## src/rtl/chip8_program_loader_pkg.sv

```systemverilog
// Shared types and defaults for the Chip-8 program loader.
package chip8_program_loader_pkg;

  typedef enum logic [1:0] {
    ST_IDLE  = 2'd0,
    ST_CLEAR = 2'd1,
    ST_LOAD  = 2'd2,
    ST_RESET = 2'd3
  } state_t;

  localparam logic [11:0] DEFAULT_LOAD_BASE  = 12'h200;
  localparam int unsigned DEFAULT_RESET_HOLD = 16;
  localparam logic [11:0] ADDR_TOP           = 12'hFFF;

endpackage

```

## src/rtl/chip8_program_loader_sync_edge.sv

```systemverilog
// Two-flop synchroniser with edge detection; pulses appear the third clk after the input edge.
module loader_sync_edge (
  input  logic clk,
  input  logic d,
  output logic level,
  output logic rise,
  output logic fall
);

  // Left without reset so a level still high across res does not look like a fresh edge.
  logic [2:0] sh;

  always_ff @(posedge clk) begin
    sh <= {sh[1:0], d};
  end

  assign level = sh[1];
  assign rise  = sh[1] & ~sh[2];
  assign fall  = ~sh[1] & sh[2];

endmodule

```

## src/rtl/chip8_program_loader.sv

```systemverilog
// Copies a data_io ROM upload into Chip-8 RAM, optionally clearing program RAM first,
// and holds the CPU in reset while loading and for a short time afterwards.
module chip8_program_loader
  import chip8_program_loader_pkg::*;
#(
  parameter logic [11:0] LOAD_BASE      = DEFAULT_LOAD_BASE,
  parameter logic        CLEAR_ON_START = 1'b1,
  parameter int unsigned RESET_HOLD     = DEFAULT_RESET_HOLD
) (
  input  logic        clk,
  input  logic        res,
  input  logic        uploading,
  input  logic        upload_clk,
  input  logic        upload_en,
  input  logic [11:0] upload_a,
  input  logic [7:0]  upload_d,
  output logic        mem_busy,
  output logic        mem_we,
  output logic [11:0] mem_a,
  output logic [7:0]  mem_d,
  output logic        cpu_res,
  output logic [11:0] bytes_loaded,
  output logic        overflow
);

  localparam state_t      START_STATE = CLEAR_ON_START ? ST_CLEAR : ST_LOAD;
  localparam logic [15:0] HOLD_LAST   = 16'(RESET_HOLD - 1);

  state_t      state, state_nxt;
  logic        up_level, up_rise, up_fall;
  logic        stb_level, stb_rise, stb_fall;
  logic        sync_unused;
  logic [11:0] clr_a;
  logic        pend_valid;
  logic [11:0] pend_a;
  logic [7:0]  pend_d;
  logic [15:0] hold_cnt;
  logic        start, drain, take, in_range, full;

  loader_sync_edge u_sync_uploading (
    .clk  (clk),
    .d    (uploading),
    .level(up_level),
    .rise (up_rise),
    .fall (up_fall)
  );

  loader_sync_edge u_sync_strobe (
    .clk  (clk),
    .d    (upload_clk),
    .level(stb_level),
    .rise (stb_rise),
    .fall (stb_fall)
  );

  assign sync_unused = stb_level ^ stb_fall ^ up_fall;

  assign start    = up_rise && (state == ST_IDLE || state == ST_RESET);
  assign drain    = (state == ST_LOAD) && pend_valid;
  assign take     = stb_rise && upload_en && (state == ST_CLEAR || state == ST_LOAD);
  assign in_range = upload_a <= (ADDR_TOP - LOAD_BASE);
  assign full     = pend_valid && !drain;

  // Leaving LOAD tests the synchronised level, so a fall seen during CLEAR is honoured later.
  always_comb begin
    state_nxt = state;
    mem_busy  = 1'b0;
    cpu_res   = 1'b1;
    unique case (state)
      ST_IDLE: begin
        cpu_res = 1'b0;
        if (start) state_nxt = START_STATE;
      end
      ST_CLEAR: begin
        mem_busy = 1'b1;
        if (clr_a == ADDR_TOP) state_nxt = ST_LOAD;
      end
      ST_LOAD: begin
        mem_busy = 1'b1;
        if (!up_level && !pend_valid) state_nxt = ST_RESET;
      end
      ST_RESET: begin
        if (start) state_nxt = START_STATE;
        else if (hold_cnt == HOLD_LAST) state_nxt = ST_IDLE;
      end
      default: state_nxt = ST_RESET;
    endcase
  end

  always_ff @(posedge clk) begin
    if (res) begin
      state        <= ST_RESET;
      hold_cnt     <= '0;
      pend_valid   <= 1'b0;
      pend_a       <= '0;
      pend_d       <= '0;
      clr_a        <= LOAD_BASE;
      mem_we       <= 1'b0;
      mem_a        <= '0;
      mem_d        <= '0;
      bytes_loaded <= '0;
      overflow     <= 1'b0;
    end else begin
      state  <= state_nxt;
      mem_we <= 1'b0;
      if (state == ST_RESET && state_nxt == ST_RESET) hold_cnt <= hold_cnt + 16'd1;
      else hold_cnt <= '0;

      if (start) begin
        clr_a        <= LOAD_BASE;
        bytes_loaded <= '0;
        overflow     <= 1'b0;
        pend_valid   <= 1'b0;
      end else begin
        if (state == ST_CLEAR) begin
          mem_we <= 1'b1;
          mem_a  <= clr_a;
          mem_d  <= '0;
          clr_a  <= clr_a + 12'd1;
        end
        if (drain) begin
          mem_we       <= 1'b1;
          mem_a        <= pend_a;
          mem_d        <= pend_d;
          bytes_loaded <= bytes_loaded + 12'd1;
        end
        // A drain in the same cycle frees the slot, so the new byte is accepted.
        if (take && in_range && !full) begin
          pend_valid <= 1'b1;
          pend_a     <= LOAD_BASE + upload_a;
          pend_d     <= upload_d;
        end else if (drain) begin
          pend_valid <= 1'b0;
        end
        if (take && (!in_range || full)) overflow <= 1'b1;
      end
    end
  end

endmodule

```

## config.mk

```make
export PLATFORM = sky130hd
export DESIGN_NAME = chip8_program_loader
export DESIGN_NICKNAME = d
export VERILOG_FILES = /design/src/rtl/chip8_program_loader_pkg.sv /design/src/rtl/chip8_program_loader_sync_edge.sv /design/src/rtl/chip8_program_loader.sv
export SDC_FILE = /design/constraint.sdc
export NUM_CORES = 1
export LEC_CHECK = 0
export ABC_AREA = 1
export ABC_CLOCK_PERIOD_IN_PS = 2450
export BUFFER_PORTS_ARGS = -buffer_cell sky130_fd_sc_hd__buf_2
export CORE_UTILIZATION = 56
export DETAILED_ROUTE_END_ITERATION = 6
export GPL_TIMING_DRIVEN = 0
export PLACE_DENSITY = 0.79
export SYNTH_ARGS = -nofsm -noshare
export SYNTH_HDL_FRONTEND = slang
export SYNTH_SLANG_ARGS = --single-unit
```

## constraint.sdc

```tcl
create_clock -name clk -period 2.45 [get_ports clk]
set_clock_uncertainty 0.1 [all_clocks]
set_input_delay 0.735 -clock clk [delete_from_list [all_inputs] [get_ports clk]]
set_output_delay 0.735 -clock clk [all_outputs]
set_load 0.01 [all_outputs]
```

==> results.ini, run 1 <==
[logic_synthesis]
ys_warn_count = 0
ys_seq_elements = 91
yosysTopAreaCell = dfxtp_1
synth_top_area_share_pct = 46.65
syn-num-nets = 528
synth_area_leaders = dfxtp_1 (47%), nand2_1 (9.2%), nor2_1 (7.1%), o21ai_0 (4.7%), inv_1 (3.7%)
yosysSeqAreaShare_pct = 46.65
yosysUniqueCellTypes = 35
syn_area_per_cell_um2 = 7.905
synth_cells = 494
synthesis.area_mm2 = 0.003905

[pwr]
max-vdd-ir-drop_mv = 0.6124
p_total_w = 0.003656
p_per_area_mw_per_mm2 = 814.0
power_leakage_nw = 1.870

[detailed_routing]
post_drt_wl_per_cell_um = 12.22
drc_errors = 0
ant_nets = 0
drtIter0Drc = 149
routed_via_density = 5.040
dr.pass1.iters = 5
via_count = 3276
finalWirelength_mm = 7.940

[clock_network]
clk_pin_slew_ns = 0.09
cts.sinks = 91
postCtsSetupBuffers = 0
h-tree-depth = 3
clk_latency_ns = 0.36
cts-root-buf = clkbuf_8
hold_buffers = 0
cts_made_buffers = 9
cts_resized = 0
cts_buffer_depth = 2
tritoncts = done

[layout]
drive_above_1_share_pct = 21.40
n_fill_cell = 577
finish.utilization_pct = 66.48
layout.nets = 599
area_delta_synth_final_pct = 15.03
register_area_mm2 = 0.001822
multiInputGateArea_mm2 = 0.001846
final_area_mm2 = 0.004492
layout.cells.most_common = nand2_1
num_antenna_cells = 0
final_cell_mix = nand2_1 (95), dfxtp_1 (91), nor2_1 (74)

[place]
dpl-instance-area_mm2 = 0.004305
gp_congestion = 0.8273
numPortBuffers = 60
dp_hpwl_mm = 5.865
dpl_worst_slack_ns = 0.1011

[timing]
finalSetupViolations = 0
fmax_mhz = 450.2
setup_tns_ns = 0
slew_violations = 0
finalHoldViolCount = 0
post-route-period-util_pct = 90.66
worst_slew_pin_slew_ns = 0.4942
grt_setup_unrepaired = no
final.min_clock_period_ns = 2.221
fin_ws_ns = 0.2288
slew_headroom_pct = 67.05

[die]
num_io_pins = 61
dieHeight_um = 85.51
start_util_pct = 57.80
fp-row-count = 30
die_area_mm2 = 0.007311
die_w_um = 85.51
core_area_mm2 = 0.006756

[setup_path]
cp-start-kind = register
endpoint_kind = primary output
path_class = reg -> out
worstPathMaxFanout = 6
arrival_ns = 1.39
cp.required_ns = 1.62

[status]
status = finished, final reports clean

[global_route]
antenna_found_initial = 0
grtUsageTotal_pct = 23.00
grt_pass1_vias = 3068
grt_pass1_wl_mm = 13.39
grt_max_degree = 17
grt_overflow = 0

[job]
cap_violations = 0

[hold_path]
hold_path_class = reg -> reg

==> synthesized netlist by cell type <==
master and instances:
o21ai_0 37, dfxtp_1 91, nand2_2 5, or2_0 2, xor2_1 12, nand3_1 23
xnor2_1 8, nor2_1 74, clkbuf_1 7, nand3_2 2, inv_4 1, nand4_1 3
nor2_2 10, a31oi_1 13, inv_1 38, a211oi_1 1, a21oi_1 24, nor2_4 11
nand2_4 2, o21ai_2 1, inv_2 2, nand3b_1 1, ha_1 9, nand3b_2 1
buf_2 7, a21boi_1 1, buf_12 1, nand2_1 96, nor3_1 4, o21bai_1 1
o21a_1 1, nor3b_1 2, nor3_4 1, buf_4 1, mux2i_1 1
==> worst paths after layout <==
check / startpoint / end / slack [ns] / cells past startpoint
worst max register to register: state[0] / bytes_loaded[5] / 0.31 / 9
worst min-delay path: u_sync_strobe.sh[0] / u_sync_strobe.sh[1] / 0.24 / 0
worst min register to register: u_sync_strobe.sh[0] / u_sync_strobe.sh[1] / 0.24 / 0
worst max-delay path: state[0] / mem_busy / 0.23 / 3
==> sequential cells by signal, summed over array words and instances, names as in the netlist <==
name and flops:
mem_we 1, hold_cnt 16, pend_valid 1, state 2, clr_a 12, overflow 1
pend_d 8, pend_a 12, mem_a 12, u_sync_uploading.sh 3, bytes_loaded 12, u_sync_strobe.sh 3
mem_d 8
==> metal layers <==
metal	vias to the layer above	GRT usage [%]	routed length (um)
li1	1725	-	-
met1	1485	29.49	3719
met2	59	38.33	3788
met3	7	5.197	340
met4	0	8.030	93
met5	-	0	0
==> critical path, stage by stage (launching register included) <==
cell and delay, ns:
dfxtp_1 0.39, inv_1 0.13, ha_1 0.35, buf_2 0.15
==> area by class of cell <==
cell class                      instances  area share (%)
Buffer                                 16           1.978
Clock buffer                           10           2.841
Clock inverter                          6           1.058
Inverter                               41           3.565
Multi-Input combinational cell        346           41.09
Sequential cell                        91           40.56
Tap cell                               80           2.228
Timing Repair Buffer                   60           6.685
==> report_power, final <==
group / total (W) / internal [W] / switching [W] / leakage [nW]
logic: 0.00103 / 0.000362 / 0.000667 / 1.04
clock network: 0.000915 / 0.000378 / 0.000537 / 0.0872
registers: 0.00171 / 0.00162 / 0.0000891 / 0.738
total: 0.00366 / 0.00236 / 0.00129 / 1.87
==> kinds of logic after synthesis <==
logic type	after synthesis	share of synthesized area, %
muxes	1	0.2563
DFF	91	46.65
AOI/OAI and AO/OA	79	10.89
adders and majority gates	9	2.884
xor gates and xnor gates	20	4.486
and+or+nand+nor	237	28.55
buffers and inverters	57	6.280
==> metrics by stage <==
step	hold slack, ns	cells
6_report	0.2420	650
5_1_grt	0.2618	650
4_1_cts	0.2413	650
3_5_place_dp	0.2121	634
3_3_place_gp	0.2121	634
2_1_floorplan	0.2096	494
Power figures use the tool's default switching activity.
==> run 2, diff against run 1 <==
--- a/config.mk
+++ b/config.mk
@@ -11,7 +11,7 @@
 export CORE_UTILIZATION = 56
 export DETAILED_ROUTE_END_ITERATION = 6
 export GPL_TIMING_DRIVEN = 0
-export PLACE_DENSITY = 0.79
+export PLACE_DENSITY = 0.82
 export SYNTH_ARGS = -nofsm -noshare
 export SYNTH_HDL_FRONTEND = slang
 export SYNTH_SLANG_ARGS = --single-unit
==> constraint.sdc (replaced) <==
create_clock -name clk -period 2.45 [get_ports clk]
set_clock_uncertainty 0.1 [all_clocks]
set_input_delay 0.735 -clock clk [delete_from_list [all_inputs] [get_ports clk]]
set_output_delay 0.735 -clock clk [all_outputs]
set_load 0.05 [all_outputs]
==> results.ini, run 2 (synthesized netlist as in run 1, its figures left out) <==
[status]
status = finished, final reports clean

[layout]
final_area_mm2 = 0.004512  ; +0.45%
num_antenna_cells = 0  ; unchanged
final_cell_mix = nand2_1 (95), dfxtp_1 (91), nor2_1 (74)
area_delta_synth_final_pct = 15.54
layout.nets = 599  ; unchanged
finish.utilization_pct = 66.78  ; +0.30 points
stdcell_count = 650  ; unchanged
drive_above_1_share_pct = 21.58  ; +0.18 points
top_register = hold_cnt
largest_register_ff_count = 16  ; unchanged
layout.cells.most_common = nand2_1

[die]
die_w_um = 85.51  ; unchanged
dieHeight_um = 85.51  ; unchanged
num_io_pins = 61  ; unchanged
die_area_mm2 = 0.007311  ; unchanged
start_util_pct = 57.80  ; unchanged
fp-row-count = 30  ; unchanged
core_area_mm2 = 0.006756  ; unchanged

[setup_path]
cp.required_ns = 1.62  ; about the same
worstPathMaxFanout = 6  ; unchanged
reg2reg_depth = 9  ; unchanged
slowest_delay_ns = 0.39  ; about the same
r2r_start = state[0]
endpoint_kind = primary output
crit_end = mem_busy
critPathSlowestCell = dfxtp_1
arrival_ns = 1.50  ; +0.11 ns
crit_start = state[0]
r2r-end = mem_a[10]
cp-start-kind = register
rrSetupSlack_ns = 0.26  ; -0.05 ns
path_class = reg -> out
crit_chain = inv_1 > ha_1 > buf_2

[timing]
fmax_mhz = 428.7  ; -4.8%
fin_ws_ns = 0.1175  ; -0.1112 ns
final.min_clock_period_ns = 2.332  ; +0.1112 ns
grt_setup_unrepaired = no
post-route-period-util_pct = 95.20  ; +4.5 points
worst_slew_pin_slew_ns = 0.4746  ; -0.01958 ns
slew_headroom_pct = 68.35  ; +1.3 points
setup_tns_ns = 0  ; unchanged
slew_violations = 0  ; unchanged
finalHoldViolCount = 0  ; unchanged
finalSetupViolations = 0  ; unchanged

[pwr]
power_leakage_nw = 1.882  ; +0.67%
max-vdd-ir-drop_mv = 0.7242  ; +18%
p_per_area_mw_per_mm2 = 904.0  ; +11%

[detailed_routing]
dr.pass1.iters = 4  ; -1
finalWirelength_mm = 8.247  ; +3.9%
post_drt_wl_per_cell_um = 12.69  ; +3.9%
drc_errors = 0  ; unchanged
drtIter0Drc = 189  ; +27%
via_count = 3347  ; +2.2%
routed_via_density = 5.149  ; +2.2%
ant_nets = 0  ; unchanged

[clock_network]
cts-root-buf = clkbuf_8
cts_buffer_depth = 2  ; unchanged
postCtsSetupBuffers = 0  ; unchanged
cts.sinks = 91  ; unchanged
tritoncts = done
cts_made_buffers = 9  ; unchanged
clk_latency_ns = 0.37  ; about the same
h-tree-depth = 3  ; unchanged
clk_pin_slew_ns = 0.09  ; about the same

[global_route]
grt_max_degree = 18  ; +1
grt_pass1_vias = 3203  ; +4.4%
grtUsageTotal_pct = 23.99  ; +0.99 points
grt_overflow = 0  ; unchanged
grt_pass1_wl_mm = 14.00  ; +4.6%
antenna_found_initial = 0  ; unchanged

[job]
cap_violations = 0  ; unchanged

[place]
gp_congestion = 0.7969  ; -3.7%
dpl-instance-area_mm2 = 0.004305  ; unchanged
placed_cells = 634  ; unchanged
numPortBuffers = 60  ; unchanged
dpl_worst_slack_ns = 0.07545  ; -0.02563 ns
dp_hpwl_mm = 6.078  ; +3.6%

[hold_path]
hold_path_class = reg -> reg

[run 2: changes by cell type in the layout (fill, tap and decap cells not counted), sizes merged]
cell	change
clkinv	-3
inv	+3
bufinv	+1
clkbuf	-1
[run 2: per-stage QoR]
stage	hold slack [ns]	total power, W
6_report	0.2354	0.004079
5_1_grt	0.2437	0.004296
4_1_cts	0.2346	0.004080
3_5_place_dp	0.2132	0.003049
3_3_place_gp	0.2102	0.003013
2_1_floorplan	0.2096	0.002760
[run 2: power breakdown]
group          switching [W]  leakage [nW]  internal (W)
sequential         0.0000900         0.738       0.00162
clock               0.000567        0.0973      0.000486
combinational       0.000950          1.05      0.000363
total                0.00161          1.88       0.00247
[run 2: metal layers]
layer	wire, um	part of all wire, %	track usage, %
met2	3993	48	39.20
met4	139	1.7	11.82
met3	428	5.2	5.101
met1	3685	45	30.21
met5	0	0	0
[run 2: layout make-up]
cell class | count | area [um2]
Buffer | 16 | 88.84
Clock buffer | 9 | 123.9
Clock inverter | 7 | 80.08
Fill cell | 535 | 2245
Inverter | 41 | 156.4
Multi-Input combinational cell | 346 | 1841
Sequential cell | 91 | 1822
Tap cell | 80 | 100.1
Timing Repair Buffer | 60 | 300.3
[run 2: how the worst min path moves through the flow]
stage	startpoint	end	slack (ns)	cells past startpoint
2_1_floorplan	u_sync_strobe.sh[0]	u_sync_strobe.sh[1]	0.21	0
3_3_place_gp	u_sync_strobe.sh[0]	u_sync_strobe.sh[1]	0.21	0
3_5_place_dp	u_sync_uploading.sh[0]	u_sync_uploading.sh[1]	0.21	0
4_1_cts	u_sync_strobe.sh[0]	u_sync_strobe.sh[1]	0.23	0
5_1_grt	u_sync_strobe.sh[0]	u_sync_strobe.sh[1]	0.24	0
6_report	u_sync_strobe.sh[0]	u_sync_strobe.sh[1]	0.24	0
[run 2: critical path, delay by kind of cell, from the launching register on]
family | cells | cell delay [ns]
adder cells (fa/ha/maj) | 1 | 0.34
buffers and inverters | 2 | 0.40
flip-flops | 1 | 0.39
[run 2: repair_timing]
item,4_1_cts,5_1_grt
endpoints found under the setup margin,0,7
endpoints found under the hold margin,0,0
hold buffers,0,0
resized for setup,0,2
==> run 3, diff against run 2 <==
--- a/config.mk
+++ b/config.mk
@@ -14,4 +14,5 @@
 export PLACE_DENSITY = 0.82
 export SYNTH_ARGS = -nofsm -noshare
 export SYNTH_HDL_FRONTEND = slang
+export SYNTH_HIERARCHICAL = 1
 export SYNTH_SLANG_ARGS = --single-unit
==> results.ini, run 3 <==
[detailed_routing]
drc_errors = 0  ; unchanged
post_drt_wl_per_cell_um = 11.99  ; -5.5%
finalWirelength_mm = 7.973  ; -3.3%
routed_via_density = 5.069  ; -1.6%
ant_nets = 0  ; unchanged
drtIter0Drc = 186  ; -1.6%
via_count = 3371  ; +0.72%
dr.pass1.iters = 4  ; unchanged

[global_route]
grt_pass1_wl_mm = 14.05  ; +0.34%
grt_pass1_vias = 3224  ; +0.66%
grtUsageTotal_pct = 23.90  ; -0.090 points
grt_max_degree = 17  ; -1
antenna_found_initial = 0  ; unchanged
grt_overflow = 0  ; unchanged

[layout]
drive_above_1_share_pct = 21.27  ; -0.31 points
top_register = hold_cnt
final_area_mm2 = 0.004544  ; +0.72%
final_cell_mix = nand2_1 (92), dfxtp_1 (91), nor2_1 (74)
num_antenna_cells = 0  ; unchanged
stdcell_count = 665  ; +2.3%
largest_register_ff_count = 16  ; unchanged
layout.nets = 598  ; -0.17%
layout.cells.most_common = nand2_1
area_delta_synth_final_pct = 15.85

[die]
dieHeight_um = 85.69  ; +0.22%
fp-row-count = 30  ; unchanged
die_w_um = 85.69  ; +0.22%
die_area_mm2 = 0.007343  ; +0.43%
core_area_mm2 = 0.006794  ; +0.56%
start_util_pct = 57.73  ; -0.061 points
num_io_pins = 61  ; unchanged

[setup_path]
arrival_ns = 1.48  ; -0.02 ns
path_class = reg -> out
cp-start-kind = register
slowest_delay_ns = 0.40  ; about the same
crit_family = flip-flops
worstPathMaxFanout = 4  ; -2
critPathSlowestCell = dfxtp_1
cp.required_ns = 1.62  ; about the same
crit_chain = inv_1 > ha_1 > buf_2
endpoint_kind = primary output
cp.buffers_inverters = 2  ; unchanged

[logic_synthesis]
ys_warn_count = 6  ; +6
synth_cells = 493  ; -0.20%
synthesis.area_mm2 = 0.003923  ; +0.45%
syn-num-nets = 527  ; -0.19%
syn_area_per_cell_um2 = 7.956  ; +0.65%

[place]
dpl-instance-area_mm2 = 0.004343  ; +0.87%
placed_cells = 649  ; +2.4%
numPortBuffers = 60  ; unchanged
dpl_worst_slack_ns = 0.2619  ; +0.1864 ns
dp_hpwl_mm = 5.824  ; -4.2%
gp_congestion = 0.8285  ; +4.0%

[job]
cap_violations = 0  ; unchanged

[timing]
final.min_clock_period_ns = 2.320  ; -0.01259 ns
slew_violations = 0  ; unchanged
finalHoldViolCount = 0  ; unchanged
finalSetupViolations = 0  ; unchanged
fin_ws_ns = 0.1301  ; +0.01258 ns
grt_setup_unrepaired = no
slew_headroom_pct = 60.76  ; -7.6 points
worst_slew_pin_slew_ns = 0.5865  ; +0.1119 ns
setup_tns_ns = 0  ; unchanged
post-route-period-util_pct = 94.69  ; -0.51 points
hold_ws_ns = 0.2392  ; +0.003707 ns
fmax_mhz = 431.1  ; +0.54%

[hold_path]
hold_path_class = reg -> reg

[pwr]
p_per_area_mw_per_mm2 = 877.3  ; -3.0%
power_leakage_nw = 1.878  ; -0.19%
max-vdd-ir-drop_mv = 0.5621  ; -22%

[status]
status = finished, final reports clean

[clock_network]
cts_made_buffers = 9  ; unchanged
postCtsSetupBuffers = 0  ; unchanged
h-tree-depth = 3  ; unchanged
cts_resized = 0  ; unchanged
clk_latency_ns = 0.36  ; about the same
clk_pin_slew_ns = 0.09  ; about the same
cts_buffer_depth = 2  ; unchanged
hold_buffers = 0  ; unchanged
tritoncts = done
cts.sinks = 91  ; unchanged
cts-root-buf = clkbuf_8

==> run 3: final cells by class <==
cell class / count / area, um2
inverters: 44 / 167.7
clock buffers: 9 / 123.9
multi-input cells: 342 / 1841
well taps: 96 / 120.1
clock inverters: 7 / 77.57
fillers: 584 / 2250
flip-flops and latches: 91 / 1822
repair buffers: 60 / 300.3
plain buffers: 16 / 92.59
==> run 3: routing by layer <==
metal	part of all wire (%)	routed length, um	global-route usage, %	vias up
li1	-	-	-	1732
met4	2.3	180	11.97	0
met5	0	0	0	-
met2	48	3793	39.49	90
met1	46	3666	30.33	1530
met3	4.2	333	3.946	19
==> run 3: path summary, 6_finish.rpt <==
| kind | slack, ns | from | end | cells after the start |
|---|---|---|---|---|
| setup reg to reg | 0.22 | state[0] | mem_a[7] | 9 |
| hold reg to reg | 0.24 | u_sync_strobe/sh[0] | u_sync_strobe/sh[1] | 0 |
| hold / removal | 0.24 | u_sync_strobe/sh[0] | u_sync_strobe/sh[1] | 0 |
| setup / recovery | 0.13 | state[1] | mem_busy | 3 |
==> run 3: where the power goes <==
group          leakage [nW]  switching [W]  internal, W
sequential            0.738      0.0000889      0.00162
clock                0.0998       0.000539     0.000478
combinational          1.04       0.000914     0.000347
total                  1.88        0.00154      0.00245
==> run 3: per-stage QoR <==
step	power [W]	util [%]
floorplan	0.002727	-
detailed placement	0.002996	63.92
global placement	0.002962	63.92
finish	0.003987	66.89
CTS	0.004016	66.89
global route	0.004194	66.89
